<file path="config.mk">
export PLATFORM = sky130hd
export DESIGN_NAME = spi_ram_arbiter
export DESIGN_NICKNAME = d
export VERILOG_FILES = /design/src/rtl/shared_pkg.sv /design/src/rtl/spi_cmd_decoder.sv /design/src/rtl/spi_ram_arbiter.sv
export SDC_FILE = /design/constraint.sdc
export NUM_CORES = 1
export LEC_CHECK = 0
export ABC_CLOCK_PERIOD_IN_PS = 3600
export CAP_MARGIN = 0
export CORE_ASPECT_RATIO = 0.7
export CORE_MARGIN = 2
export CORE_UTILIZATION = 47
export DETAILED_ROUTE_END_ITERATION = 8
export GPL_TIMING_DRIVEN = 0
export PLACE_DENSITY_LB_ADDON = 0.2
export SLEW_MARGIN = 20
export SYNTH_ARGS = -nofsm -noshare
export SYNTH_HDL_FRONTEND = slang
export SYNTH_SLANG_ARGS = --single-unit
</file>
<file path="constraint.sdc">
create_clock -name clk -period 3.6 [get_ports clk]
set_clock_uncertainty 0.15 [all_clocks]
set_input_delay 0.9 -clock clk [delete_from_list [all_inputs] [get_ports clk]]
set_output_delay 0.9 -clock clk [all_outputs]
set_load 0.02 [all_outputs]
</file>
<file path="src/rtl/shared_pkg.sv">
`default_nettype none
// ============================================================================
// Module      : shared_pkg
// Description : Shared types for the SPI RAM arbiter slice. Holds the SPI
//               command opcodes and the arbiter FSM state encoding.
// Revision    : 1.0 - initial release
// ============================================================================
package shared_pkg;

  // SPI command opcodes carried in rx_data[9:8]
  typedef enum logic [1:0] {
    WR_ADDR = 2'b00,
    WR_DATA = 2'b01,
    RD_ADDR = 2'b10,
    RD_DATA = 2'b11
  } spi_cmd_e;

  // Arbiter FSM states. The ARB_ prefix keeps these apart from the SPI
  // slave's own state enum when both are imported into one scope.
  typedef enum logic [1:0] {
    ARB_IDLE   = 2'd0,
    ARB_ACCESS = 2'd1,
    ARB_RESP   = 2'd2
  } arb_state_e;

endpackage : shared_pkg
`default_nettype wire

</file>
<file path="src/rtl/spi_cmd_decoder.sv">
`default_nettype none
// ============================================================================
// Module      : spi_cmd_decoder
// Description : Decodes the 10-bit SPI command stream. Holds the write and
//               read address registers, a one-entry pending access register
//               and the sticky overflow flag.
// Ports       : clk, rst_n           - clock, async active-low reset
//               rx_data, rx_valid    - SPI command and strobe
//               spi_gnt              - arbiter consumes the pending entry
//               pend_valid/we/addr/wdata - pending access snapshot
//               spi_ovf              - sticky: an access command was dropped
// Revision    : 1.0 - initial release
// ============================================================================
module spi_cmd_decoder
  import shared_pkg::*;
#(
  parameter int ADDR_WIDTH = 8,
  parameter int DATA_WIDTH = 8
) (
  input  logic                  clk,
  input  logic                  rst_n,
  input  logic [9:0]            rx_data,
  input  logic                  rx_valid,
  input  logic                  spi_gnt,
  output logic                  pend_valid,
  output logic                  pend_we,
  output logic [ADDR_WIDTH-1:0] pend_addr,
  output logic [DATA_WIDTH-1:0] pend_wdata,
  output logic                  spi_ovf
);

  logic [ADDR_WIDTH-1:0] wr_addr_q, wr_addr_d;
  logic [ADDR_WIDTH-1:0] rd_addr_q, rd_addr_d;
  logic                  pend_valid_q, pend_valid_d;
  logic                  pend_we_q, pend_we_d;
  logic [ADDR_WIDTH-1:0] pend_addr_q, pend_addr_d;
  logic [DATA_WIDTH-1:0] pend_wdata_q, pend_wdata_d;
  logic                  spi_ovf_q, spi_ovf_d;
  spi_cmd_e              cmd;

  always_comb begin
    cmd          = spi_cmd_e'(rx_data[9:8]);
    wr_addr_d    = wr_addr_q;
    rd_addr_d    = rd_addr_q;
    pend_valid_d = pend_valid_q;
    pend_we_d    = pend_we_q;
    pend_addr_d  = pend_addr_q;
    pend_wdata_d = pend_wdata_q;
    spi_ovf_d    = spi_ovf_q;

    if (spi_gnt) begin
      pend_valid_d = 1'b0;
    end

    if (rx_valid) begin
      case (cmd)
        WR_ADDR: wr_addr_d = ADDR_WIDTH'(rx_data[7:0]);
        RD_ADDR: rd_addr_d = ADDR_WIDTH'(rx_data[7:0]);
        WR_DATA, RD_DATA: begin
          // The slot frees up in the same cycle it is granted, so a command
          // arriving alongside the grant still fits.
          if (!pend_valid_q || spi_gnt) begin
            pend_valid_d = 1'b1;
            // Snapshot address and data now so later address loads cannot
            // retarget an access that is already queued.
            if (cmd == WR_DATA) begin
              pend_we_d    = 1'b1;
              pend_addr_d  = wr_addr_q;
              pend_wdata_d = DATA_WIDTH'(rx_data[7:0]);
            end else begin
              pend_we_d    = 1'b0;
              pend_addr_d  = rd_addr_q;
              pend_wdata_d = '0;
            end
          end else begin
            spi_ovf_d = 1'b1;
          end
        end
        default: ;
      endcase
    end
  end

  always_ff @(posedge clk or negedge rst_n) begin
    if (!rst_n) begin
      wr_addr_q    <= '0;
      rd_addr_q    <= '0;
      pend_valid_q <= 1'b0;
      pend_we_q    <= 1'b0;
      pend_addr_q  <= '0;
      pend_wdata_q <= '0;
      spi_ovf_q    <= 1'b0;
    end else begin
      wr_addr_q    <= wr_addr_d;
      rd_addr_q    <= rd_addr_d;
      pend_valid_q <= pend_valid_d;
      pend_we_q    <= pend_we_d;
      pend_addr_q  <= pend_addr_d;
      pend_wdata_q <= pend_wdata_d;
      spi_ovf_q    <= spi_ovf_d;
    end
  end

  assign pend_valid = pend_valid_q;
  assign pend_we    = pend_we_q;
  assign pend_addr  = pend_addr_q;
  assign pend_wdata = pend_wdata_q;
  assign spi_ovf    = spi_ovf_q;

endmodule : spi_cmd_decoder
`default_nettype wire

</file>
<file path="src/rtl/spi_ram_arbiter.sv">
`default_nettype none
// ============================================================================
// Module      : spi_ram_arbiter
// Description : Shares a single-port RAM between the SPI command stream and
//               a local host port. SPI wins ties; with SPI_ARB_FAIR_EN
//               defined, a host that has lost MAX_WAIT decisions in a row
//               wins the next one. Without the macro SPI priority is strict.
// Ports       : clk, rst_n                 - clock, async active-low reset
//               rx_data/rx_valid           - SPI command input
//               tx_data/tx_valid           - SPI read data (level valid)
//               host_req/we/addr/wdata     - host request (held until gnt)
//               host_gnt, host_rvalid/rdata - host grant and read return
//               ram_en/we/addr/wdata/rdata - RAM macro interface
//               busy, spi_ovf              - status
// Config      : SPI_ARB_FAIR_EN - enables the host starvation guard
// Revision    : 1.0 - initial release
// ============================================================================
module spi_ram_arbiter
  import shared_pkg::*;
#(
  parameter int ADDR_WIDTH = 8,
  parameter int DATA_WIDTH = 8,
  parameter int MAX_WAIT   = 4
) (
  input  logic                  clk,
  input  logic                  rst_n,
  input  logic [9:0]            rx_data,
  input  logic                  rx_valid,
  output logic [7:0]            tx_data,
  output logic                  tx_valid,
  input  logic                  host_req,
  input  logic                  host_we,
  input  logic [ADDR_WIDTH-1:0] host_addr,
  input  logic [DATA_WIDTH-1:0] host_wdata,
  output logic                  host_gnt,
  output logic                  host_rvalid,
  output logic [DATA_WIDTH-1:0] host_rdata,
  output logic                  ram_en,
  output logic                  ram_we,
  output logic [ADDR_WIDTH-1:0] ram_addr,
  output logic [DATA_WIDTH-1:0] ram_wdata,
  input  logic [DATA_WIDTH-1:0] ram_rdata,
  output logic                  busy,
  output logic                  spi_ovf
);

  logic                  spi_pend, spi_pend_we, spi_gnt, host_win;
  logic [ADDR_WIDTH-1:0] spi_pend_addr;
  logic [DATA_WIDTH-1:0] spi_pend_wdata;

  arb_state_e            state_q, state_d;
  logic                  ram_en_q, ram_en_d, ram_we_q, ram_we_d;
  logic [ADDR_WIDTH-1:0] ram_addr_q, ram_addr_d;
  logic [DATA_WIDTH-1:0] ram_wdata_q, ram_wdata_d;
  logic                  host_gnt_q, host_gnt_d;
  logic                  resp_host_q, resp_host_d;  // current read belongs to host
  logic                  tx_valid_q, tx_valid_d;
  logic [7:0]            tx_data_q, tx_data_d;
  logic                  host_rvalid_q, host_rvalid_d;
  logic [DATA_WIDTH-1:0] host_rdata_q, host_rdata_d;

  spi_cmd_decoder #(
    .ADDR_WIDTH (ADDR_WIDTH),
    .DATA_WIDTH (DATA_WIDTH)
  ) u_dec (
    .clk        (clk),
    .rst_n      (rst_n),
    .rx_data    (rx_data),
    .rx_valid   (rx_valid),
    .spi_gnt    (spi_gnt),
    .pend_valid (spi_pend),
    .pend_we    (spi_pend_we),
    .pend_addr  (spi_pend_addr),
    .pend_wdata (spi_pend_wdata),
    .spi_ovf    (spi_ovf)
  );

`ifdef SPI_ARB_FAIR_EN
  localparam logic [3:0] MAX_WAIT_C = 4'(MAX_WAIT);
  logic [3:0] host_wait_q, host_wait_d;

  assign host_win = host_req && (!spi_pend || (host_wait_q == MAX_WAIT_C));

  // Counts consecutive decisions the host loses; only moves on decisions.
  always_comb begin
    host_wait_d = host_wait_q;
    if ((state_q == ARB_IDLE) && host_req) begin
      if (host_win) begin
        host_wait_d = '0;
      end else if (host_wait_q != MAX_WAIT_C) begin
        host_wait_d = host_wait_q + 4'd1;
      end
    end
  end

  always_ff @(posedge clk or negedge rst_n) begin
    if (!rst_n) host_wait_q <= '0;
    else        host_wait_q <= host_wait_d;
  end
`else
  logic unused_max_wait;
  assign unused_max_wait = ^(4'(MAX_WAIT));
  assign host_win        = host_req && !spi_pend;
`endif

  always_comb begin
    state_d       = state_q;
    ram_en_d      = 1'b0;
    ram_we_d      = 1'b0;
    ram_addr_d    = ram_addr_q;
    ram_wdata_d   = ram_wdata_q;
    host_gnt_d    = 1'b0;
    resp_host_d   = resp_host_q;
    tx_valid_d    = tx_valid_q;
    tx_data_d     = tx_data_q;
    host_rvalid_d = 1'b0;
    host_rdata_d  = host_rdata_q;
    spi_gnt       = 1'b0;

    // Any SPI command retires the previous read result.
    if (rx_valid) tx_valid_d = 1'b0;

    case (state_q)
      ARB_IDLE: begin
        if (spi_pend || host_req) begin
          state_d     = ARB_ACCESS;
          ram_en_d    = 1'b1;
          resp_host_d = host_win;
          if (host_win) begin
            host_gnt_d  = 1'b1;
            ram_we_d    = host_we;
            ram_addr_d  = host_addr;
            ram_wdata_d = host_wdata;
          end else begin
            spi_gnt     = 1'b1;
            ram_we_d    = spi_pend_we;
            ram_addr_d  = spi_pend_addr;
            ram_wdata_d = spi_pend_wdata;
          end
        end
      end
      ARB_ACCESS: state_d = ram_we_q ? ARB_IDLE : ARB_RESP;
      ARB_RESP: begin
        state_d = ARB_IDLE;
        if (resp_host_q) begin
          host_rvalid_d = 1'b1;
          host_rdata_d  = ram_rdata;
        end else begin
          // New read data takes precedence over a same-cycle clear.
          tx_valid_d = 1'b1;
          tx_data_d  = 8'(ram_rdata);
        end
      end
      default: state_d = ARB_IDLE;
    endcase
  end

  always_ff @(posedge clk or negedge rst_n) begin
    if (!rst_n) begin
      state_q       <= ARB_IDLE;
      ram_en_q      <= 1'b0;
      ram_we_q      <= 1'b0;
      ram_addr_q    <= '0;
      ram_wdata_q   <= '0;
      host_gnt_q    <= 1'b0;
      resp_host_q   <= 1'b0;
      tx_valid_q    <= 1'b0;
      tx_data_q     <= '0;
      host_rvalid_q <= 1'b0;
      host_rdata_q  <= '0;
    end else begin
      state_q       <= state_d;
      ram_en_q      <= ram_en_d;
      ram_we_q      <= ram_we_d;
      ram_addr_q    <= ram_addr_d;
      ram_wdata_q   <= ram_wdata_d;
      host_gnt_q    <= host_gnt_d;
      resp_host_q   <= resp_host_d;
      tx_valid_q    <= tx_valid_d;
      tx_data_q     <= tx_data_d;
      host_rvalid_q <= host_rvalid_d;
      host_rdata_q  <= host_rdata_d;
    end
  end

  assign ram_en      = ram_en_q;
  assign ram_we      = ram_we_q;
  assign ram_addr    = ram_addr_q;
  assign ram_wdata   = ram_wdata_q;
  assign host_gnt    = host_gnt_q;
  assign host_rvalid = host_rvalid_q;
  assign host_rdata  = host_rdata_q;
  assign tx_valid    = tx_valid_q;
  assign tx_data     = tx_data_q;
  assign busy        = (state_q != ARB_IDLE) || spi_pend || host_req;

endmodule : spi_ram_arbiter
`default_nettype wire

</file>
==> run_results.csv, run 1 <==
group,metric,value,unit
logic_synthesis,synthXorXnorAreaFrac,0,%
finish,regArea,1877,µm²
global_route,gr-usage-all-layers,17.74,%
timing,finalWorstSetupSlack,0.1448,ns
pwr,p_clk_share,20.8,%
pwr,internal-power,2.578,mW
clocking,root_buffer,"clkbuf_8",
logic_synthesis,synth_area,3282,µm²
finish,antennaDiodeCount,0,
finish,num-fill-cells,509,
floorplanning,die_height,73.92,µm
clocking,ctsResizeCount,0,
logic_synthesis,synth_edf_count,0,
placement,place_area,4195,µm²
logic_synthesis,ys_warn_count,0,
finish,multiInputGateArea,1316,µm²
finish,area_growth,35.19,%
timing,slew_headroom,47.64,%
global_route,grt_max_degree,48,
placement,gp_congestion,0.7476,
logic_synthesis,synth_top_family_by_area,"multiplexers",
logic_synthesis,yosysSeqAreaShare,57.19,%
floorplanning,num_io_pins,78,
setup_path,start_kind,"input port",
logic_synthesis,muxShareOfSynthArea,33.36,%
drt,routed_via_density,4.817,
finish,finalNonFillerCells,394,
clocking,htreeDepth,3,
logic_synthesis,synthSimpleGateAreaFrac,5.261,%
timing,fmax,289.4,MHz
timing,drv_slew,0,
timing,finalCritPeriodShare,95.98,%
global_route,grtUsageMet2,25.88,%
clocking,cts_tree,"yes",
floorplanning,die_area,7678,µm²
drt,routedWlPerCell,16.13,µm
timing,totalNegativeSetupSlack,0,ns
pwr,leakage,1.937,nW
pwr,p_sw,1.135,mW
drt,firstDrtPassIters,4,
clocking,clk_pin_slew_worst_paths,0.07,ns
placement,dp_hpwl,4447,µm
timing,setup_viol_count_final,0,
floorplanning,die_x,103.9,µm
logic_synthesis,ys_types,26,
logic_synthesis,async_flop_share,100.0,%
pwr,ir_drop,0.3473,mV
global_route,grt_pass1_wl,10250,µm
pwr,seqPwrFrac,36.9,%
status,outcome,"finished, final reports clean",
clocking,clock_latency,0.34,ns
logic_synthesis,synth-compound-area-share,1.487,%
floorplanning,start_util,48.57,%
drt,vias,1898,
setup_path,worstSetupPathType,"input port to output pin",
setup_path,cp_max_fo,3,
logic_synthesis,synth-seq-cells,75,
logic_synthesis,syn_inst,206,
clocking,cts_sinks,75,
global_route,antenna_found_initial,0,
setup_path,cp.arrival,2.41,ns
clocking,clk_path_buf_depth,2,
clocking,cts_buffers,9,
pwr,p_comb_share,42.3,%
setup_path,cp-end-kind,"output pin",
pwr,power,3.713,mW
global_route,use_met1,25.40,%
timing,min_period,3.455,ns
job,max-cap-violations,0,
floorplanning,core,6756,µm²
finish,fin_area,4437,µm²
placement,place_ws,0.1395,ns
logic_synthesis,synth_flop_cell,"dfrtp_1",
timing,hold_slack,0.2937,ns
global_route,grt.overflow.total,0,
global_route,use_met3,6.477,%
logic_synthesis,syn_nets,245,
drt,ant_nets,0,
finish,fin_nets,334,
placement,port_buffers,77,
floorplanning,rows,25,
timing,finalHoldViolations,0,
global_route,grt_pass1_vias,1918,
logic_synthesis,synthAdderAreaFrac,0,%
clocking,post_cts_buffers,0,
drt,drc,0,
placement,numPlacedInstances,378,
timing,rsz0062_at_grt,"no",
finish,utilization,65.67,%
setup_path,worstPathRequired,2.55,ns
pwr,swShare,30.57,%
min_path,min-delay-path-class,"register to register",
global_route,gr-max-usage-layer,"met2",
timing,tightest_slew,0.7820,ns
drt,wl,6355,µm
logic_synthesis,synth_area_per_cell,15.93,µm²
drt,drtIter0Drc,54,
pwr,p_per_area,836.8,nW/µm²
clocking,ctsHoldBuffers,0,
finish,drive_gt1_share,38.67,%
-- metal layers --
metal  up-vias  routed length [µm]
met2        40                2930
met5         -                   0
li1        900                   -
met4         0                  58
met1       952                3096
met3         6                 271
-- synthesized netlist by cell type, types with 2 or more instances --
| cell type | n | share of area [%] |
|---|---|---|
| nand2_1 | 4 | 0.46 |
| dfrtp_1 | 75 | 57 |
| a21oi_1 | 2 | 0.31 |
| buf_6 | 3 | 1.0 |
| mux2_4 | 25 | 11 |
| nand3b_1 | 2 | 0.46 |
| nor2b_1 | 9 | 1.7 |
| nor2_1 | 4 | 0.46 |
| inv_1 | 3 | 0.34 |
| mux2_2 | 63 | 22 |
-- worst paths after layout --
kind	start	end	slack [ns]	depth (start not counted)
max	host_req	busy	0.14	4
min	ram_we	state_q[1]	0.29	1
max reg2reg	state_q[0]	u_dec.pend_addr[7]	1.63	5
min reg2reg	ram_we	state_q[1]	0.29	1
max in group asynchronous	rst_n	host_gnt	2.41	2
min in group asynchronous	rst_n	u_dec.pend_addr[1]	0.33	1
-- cell type report --
class                   count  area share (%)
well taps                  94           2.651
flip-flops and latches     75           42.30
clock buffers              11           3.187
clock inverters             5           2.256
plain buffers               7           1.748
inverters                   3          0.2538
multi-input cells         121           29.67
repair buffers             78           17.94
-- critical path: stages --
cell             delay (ns)
clkdlybuf4s50_1        0.45
nor2_1                 0.40
nand2_1                0.10
clkdlybuf4s50_1        0.55
-- registers in the layout (all words and copies together), names as in the netlist, 2 cells and up --
name              cells
host_rdata            8
ram_addr              8
ram_wdata             8
state_q               2
tx_data               8
u_dec.pend_addr       8
u_dec.pend_wdata      8
u_dec.rd_addr_q       8
u_dec.wr_addr_q       8
-- cells by family after synthesis --
group | count (synthesis)
simple gates | 26
flops | 75
mux | 89
buf+inv | 10
compound gates | 6
-- power by group through the flow --
stage	Combinational (mW)	Clock (mW)	Sequential [mW]
floorplan	0.734	0	1.60
global placement	1.55	0	1.37
detailed placement	1.58	0	1.38
CTS	1.59	0.789	1.37
global route	1.67	0.827	1.42
finish	1.57	0.771	1.37
-- placed cells by master, fill, tap and decap left out --
master / count
mux2i_1: 1
clkinv_2: 2
a21o_1: 1
and2_1: 1
nor3_2: 1
nor3b_1: 1
nand3b_1: 2
buf_4: 1
clkbuf_1: 2
clkbuf_8: 10
mux2_2: 63
or2_1: 1
nand2_1: 4
buf_6: 3
a22oi_1: 1
bufinv_16: 3
buf_16: 1
nor2b_1: 9
a21oi_1: 2
clkdlybuf4s50_1: 76
nor3b_2: 1
buf_8: 1
mux2_4: 25
o21bai_1: 1
inv_1: 3
nor2_1: 4
nor2b_2: 1
nor2_8: 1
buf_12: 1
dfrtp_1: 75
a21oi_4: 1
buf_2: 1
(Power assumes the default switching activity.)
==> run 2: changes to the inputs <==
--- a/config.mk
+++ b/config.mk
@@ -5,7 +5,7 @@
 export SDC_FILE = /design/constraint.sdc
 export NUM_CORES = 1
 export LEC_CHECK = 0
-export ABC_CLOCK_PERIOD_IN_PS = 3600
+export ABC_CLOCK_PERIOD_IN_PS = 3200
 export CAP_MARGIN = 0
 export CORE_ASPECT_RATIO = 0.7
 export CORE_MARGIN = 2
==> constraint.sdc (replaced) <==
create_clock -name clk -period 3.2 [get_ports clk]
set_clock_uncertainty 0.15 [all_clocks]
set_input_delay 0.8 -clock clk [delete_from_list [all_inputs] [get_ports clk]]
set_output_delay 0.8 -clock clk [all_outputs]
set_load 0.02 [all_outputs]
==> run_results.csv, run 2 (synthesis gave the netlist of run 1 again) <==
group,metric,value,unit
finish,drive_gt1_share,39.00,%
clocking,cts_buffers,9,
finish,multiInputGateArea,1324,µm²
finish,fin_area,4444,µm²
timing,finalCritPeriodShare,96.34,%
timing,setup_viol_count_final,0,
finish,area_growth,35.42,%
floorplanning,die_area,7678,µm²
finish,antennaDiodeCount,0,
setup_path,cp.arrival,2.13,ns
timing,finalHoldViolations,0,
setup_path,crit_chain,"clkdlybuf4s50_1, nor2_4, nand2_1, clkdlybuf4s50_1",
drt,routedWlPerCell,16.13,µm
clocking,clock_latency,0.34,ns
setup_path,cp_common_cell,"clkdlybuf4s50_1",
clocking,ctsHoldBuffers,0,
global_route,grt_pass1_wl,10250,µm
drt,firstDrtPassIters,4,
setup_path,cpMaxStageDelayCell,"clkdlybuf4s50_1",
global_route,grt_max_degree,48,
status,outcome,"finished, final reports clean",
timing,slew_headroom,47.63,%
clocking,htreeDepth,3,
global_route,grt.overflow.total,0,
clocking,ctsResizeCount,1,
drt,drc,0,
placement,numPlacedInstances,378,
setup_path,cp_max_fo,3,
setup_path,start_kind,"input port",
pwr,ir_drop,0.3907,mV
finish,regArea,1877,µm²
pwr,power,4.181,mW
finish,fin_nets,334,
job,max-cap-violations,0,
global_route,gr-usage-all-layers,17.74,%
clocking,cts_sinks,75,
timing,tightest_slew,0.7821,ns
timing,fmax,324.4,MHz
timing,min_period,3.083,ns
clocking,root_buffer,"clkbuf_8",
placement,dp_hpwl,4447,µm
clocking,clk_pin_slew_worst_paths,0.08,ns
floorplanning,num_io_pins,78,
pwr,p_per_area,940.8,nW/µm²
setup_path,ff2ff_path_depth,5,
drt,wl,6354,µm
setup_path,worstSetupPathType,"input port to output pin",
finish,num-fill-cells,507,
placement,place_area,4195,µm²
drt,ant_nets,0,
finish,mostFrequentLayoutCell,"clkdlybuf4s50_1",
floorplanning,start_util,48.57,%
finish,layout_common_cells,"clkdlybuf4s50_1 (76), dfrtp_1 (75), mux2_2 (63)",
timing,hold_slack,0.2325,ns
floorplanning,rows,25,
placement,gp_congestion,0.7476,
clocking,post_cts_buffers,0,
clocking,cts_tree,"yes",
floorplanning,die_height,73.92,µm
global_route,grt_pass1_vias,1918,
setup_path,critical_path.max_stage_delay,0.55,ns
placement,port_buffers,77,
min_path,min-delay-path-class,"input port to async pin",
drt,vias,1897,
pwr,leakage,1.938,nW
timing,drv_slew,0,
finish,finalNonFillerCells,394,
setup_path,worstPathRequired,2.25,ns
clocking,clk_path_buf_depth,2,
setup_path,r2r-end,"u_dec.pend_addr[7]",
floorplanning,die_x,103.9,µm
setup_path,reg2reg_from,"state_q[0]",
setup_path,cp-end-kind,"output pin",
drt,drtIter0Drc,56,
drt,routed_via_density,4.815,
setup_path,r2r_slack,1.24,ns
global_route,antenna_found_initial,0,
floorplanning,core,6756,µm²
timing,rsz0062_at_grt,"no",
## run 2: cell counts in the layout (fill, tap and decap cells not counted)
No cell type changed its count.
## run 2: cell type report
| class | instances | area share, % |
|---|---|---|
| plain buffers | 7 | 1.745 |
| repair buffers | 78 | 17.91 |
| clock buffers | 11 | 3.181 |
| multi-input cells | 121 | 29.79 |
| clock inverters | 5 | 2.252 |
| well taps | 94 | 2.646 |
| flip-flops and latches | 75 | 42.23 |
| inverters | 3 | 0.2534 |
## run 2: worst max-delay path by stage
stage	startpoint	end	slack [ns]	cells past startpoint
after CTS	host_req	busy	0.06	4
final	host_req	busy	0.12	4
after global placement	rst_n	host_rdata[1]	-1.43	1
after detailed placement	host_req	busy	-0.06	4
after floorplan	host_req	busy	0.88	2
after global routing	host_req	busy	0.05	4
## run 2: critical path: cells and delay by family
family	cells	cell delay (ns)
AND/OR/NAND/NOR	2	0.30
buffers and inverters	2	1.03
## run 2: metal layers
layer	vias to the layer above	routed length [µm]	track usage, %
met5	-	0	0
met4	0	58	4.505
met3	6	271	6.477
met2	40	2936	25.88
met1	951	3087	25.40
li1	900	-	-
## run 2: per-stage QoR
stage / worst slack (ns) / utilization (%) / TNS (ns)
after floorplan: 0.8834 / - / 0
after global placement: -1.432 / 61.72 / -107.14
after detailed placement: -0.06051 / 62.09 / -0.06051
after CTS: 0.05869 / 65.70 / 0
after global routing: 0.05043 / 65.78 / 0
final: 0.1171 / 65.78 / 0
## run 2: power breakdown
part / internal (mW) / leakage (nW) / switching [mW]
clock: 0.537 / 0.123 / 0.331
sequential: 1.33 / 0.910 / 0.215
combinational: 1.04 / 0.905 / 0.734
==> run 3: changes to the inputs <==
--- a/config.mk
+++ b/config.mk
@@ -5,6 +5,7 @@
 export SDC_FILE = /design/constraint.sdc
 export NUM_CORES = 1
 export LEC_CHECK = 0
+export ABC_AREA = 1
 export ABC_CLOCK_PERIOD_IN_PS = 3200
 export CAP_MARGIN = 0
 export CORE_ASPECT_RATIO = 0.7
==> run_results.csv, run 3 <==
group,metric,value,unit
status,outcome,"finished, final reports clean",
placement,gp_congestion,0.8518,
timing,fmax,327.1,MHz
setup_path,cp.arrival,2.11,ns
global_route,grt_max_degree,44,
pwr,ir_drop,0.4807,mV
finish,finalNonFillerCells,573,
drt,vias,2711,
finish,utilization,63.70,%
drt,routedWlPerCell,12.50,µm
finish,layout_common_cells,"nand2_1 (195), clkdlybuf4s50_1 (76), dfrtp_1 (75)",
logic_synthesis,synthXorXnorAreaFrac,0,%
timing,min_period,3.057,ns
drt,drtIter0Drc,149,
drt,wl,7161,µm
clocking,ctsHoldBuffers,0,
logic_synthesis,synth_flop_cell,"dfrtp_1",
pwr,p_per_area,807.2,nW/µm²
clocking,post_cts_buffers,0,
global_route,grt.overflow.total,0,
logic_synthesis,muxShareOfSynthArea,0,%
placement,numPlacedInstances,559,
clocking,ctsResizeCount,0,
logic_synthesis,synthAdderAreaFrac,0,%
clocking,clk_path_buf_depth,2,
clocking,root_buffer,"clkbuf_8",
setup_path,start_kind,"input port",
clocking,clock_latency,0.35,ns
logic_synthesis,synth.most_common_cell,"nand2_1",
setup_path,cp-end-kind,"output pin",
clocking,cts_buffers,9,
floorplanning,die_height,72.92,µm
floorplanning,num_io_pins,78,
finish,antennaDiodeCount,0,
logic_synthesis,synth_edf_count,0,
timing,tightest_slew,0.4406,ns
floorplanning,rows,25,
floorplanning,die_x,102.5,µm
finish,fin_nets,515,
timing,slew_headroom,70.52,%
global_route,gr-usage-all-layers,21.08,%
global_route,antenna_found_initial,0,
min_path,min-delay-path-class,"input port to async pin",
floorplanning,die_area,7471,µm²
logic_synthesis,syn_nets,426,
setup_path,cp_max_fo,3,
logic_synthesis,yosys-top-cells-area,"dfrtp_1 (59%), nand2_1 (23%), o21ai_0 (5.3%)",
global_route,grt_pass1_wl,12010,µm
timing,totalNegativeSetupSlack,0,ns
global_route,grt_pass1_vias,2481,
drt,routed_via_density,4.731,
floorplanning,start_util,47.87,%
drt,ant_nets,0,
drt,drc,0,
setup_path,worstPathRequired,2.25,ns
clocking,clk_pin_slew_worst_paths,0.07,ns
logic_synthesis,async_flop_share,100.0,%
logic_synthesis,ys_warn_count,0,
placement,port_buffers,77,
logic_synthesis,yosysTopAreaCell,"dfrtp_1",
timing,setup_viol_count_final,0,
timing,finalHoldViolations,0,
logic_synthesis,synth-seq-cells,75,
logic_synthesis,yosysSeqAreaShare,58.85,%
logic_synthesis,synth_area,3189,µm²
timing,rsz0062_at_grt,"no",
logic_synthesis,synth-compound-area-share,5.571,%
finish,area_growth,33.07,%
logic_synthesis,synthSimpleGateAreaFrac,29.42,%
drt,firstDrtPassIters,5,
floorplanning,core,6663,µm²
clocking,cts_tree,"yes",
logic_synthesis,synth_top_family_by_area,"simple AND/OR/NAND/NOR gates",
logic_synthesis,yosys-top-cells-count,"nand2_1 (195), dfrtp_1 (75), o21ai_0 (34)",
timing,drv_slew,0,
logic_synthesis,ys_types,17,
placement,dp_hpwl,5259,µm
logic_synthesis,yosysTopAreaCellShare,58.85,%
clocking,cts_sinks,75,
timing,finalCritPeriodShare,95.52,%
setup_path,worstSetupPathType,"input port to output pin",
finish,drive_gt1_share,7.307,%
clocking,htreeDepth,3,
logic_synthesis,synth_area_per_cell,8.241,µm²
job,max-cap-violations,0,
logic_synthesis,syn_inst,387,
pwr,leakage,2.216,nW
finish,mostFrequentLayoutCell,"nand2_1",
-- run 3: per-layer routing --
| metal | global-route usage (%) | wire length, µm |
|---|---|---|
| met4 | 5.333 | 50 |
| met1 | 31.74 | 3643 |
| met3 | 6.705 | 417 |
| met2 | 29.63 | 3050 |
| met5 | 0 | 0 |
-- run 3: logic make-up (layout without fill, tap and decap cells) --
group,count (synthesis),after routing
buffers and inverters,40,132
AND/OR/NAND/NOR,237,237
flip-flops,75,75
AO/OA/AOI/OAI,35,35
-- run 3: through the flow --
stage | setup slack (ns) | total power, mW | cell area [µm²] | hold WS, ns
2_1_floorplan | 1.115 | 2.216 | 3189 | 0.2922
3_3_place_gp | -1.299 | 2.817 | 4078 | 0.2735
3_5_place_dp | 0.1403 | 2.852 | 4095 | 0.2860
4_1_cts | 0.1373 | 3.451 | 4244 | 0.2299
5_1_grt | 0.1053 | 3.665 | 4244 | 0.2505
6_report | 0.1432 | 3.426 | 4244 | 0.2276
-- run 3: worst paths after layout --
check                      startpoint            endpoint  slack (ns)  cells after the start
max                          host_req                busy        0.14                      4
max reg2reg                state_q[1]  u_dec.pend_addr[7]        1.66                      5
min in group clk               ram_we          state_q[1]        0.29                      1
min                             rst_n       host_rdata[2]        0.23                      1
max in group asynchronous       rst_n  u_dec.pend_addr[3]        2.10                      2
min reg2reg                    ram_we          state_q[1]        0.29                      1
-- run 3: report_power, final --
| part | total (mW) | switching [mW] | internal, mW |
|---|---|---|---|
| clock | 0.596 | 0.326 | 0.270 |
| sequential | 1.44 | 0.174 | 1.26 |
| combinational | 1.39 | 0.779 | 0.614 |
-- run 3: cell type report --
class	instances	area, µm²
plain buffers	13	95.09
clock buffers	11	131.4
clock inverters	3	17.52
fillers	594	2419
inverters	27	101.3
multi-input cells	272	1116
flip-flops and latches	75	1877
well taps	94	117.6
repair buffers	78	788.3
-- run 3: critical path, stage by stage --
cell	delay [ns]
clkdlybuf4s50_1	0.46
nor2_2	0.22
nand2_1	0.08
clkdlybuf4s50_1	0.55
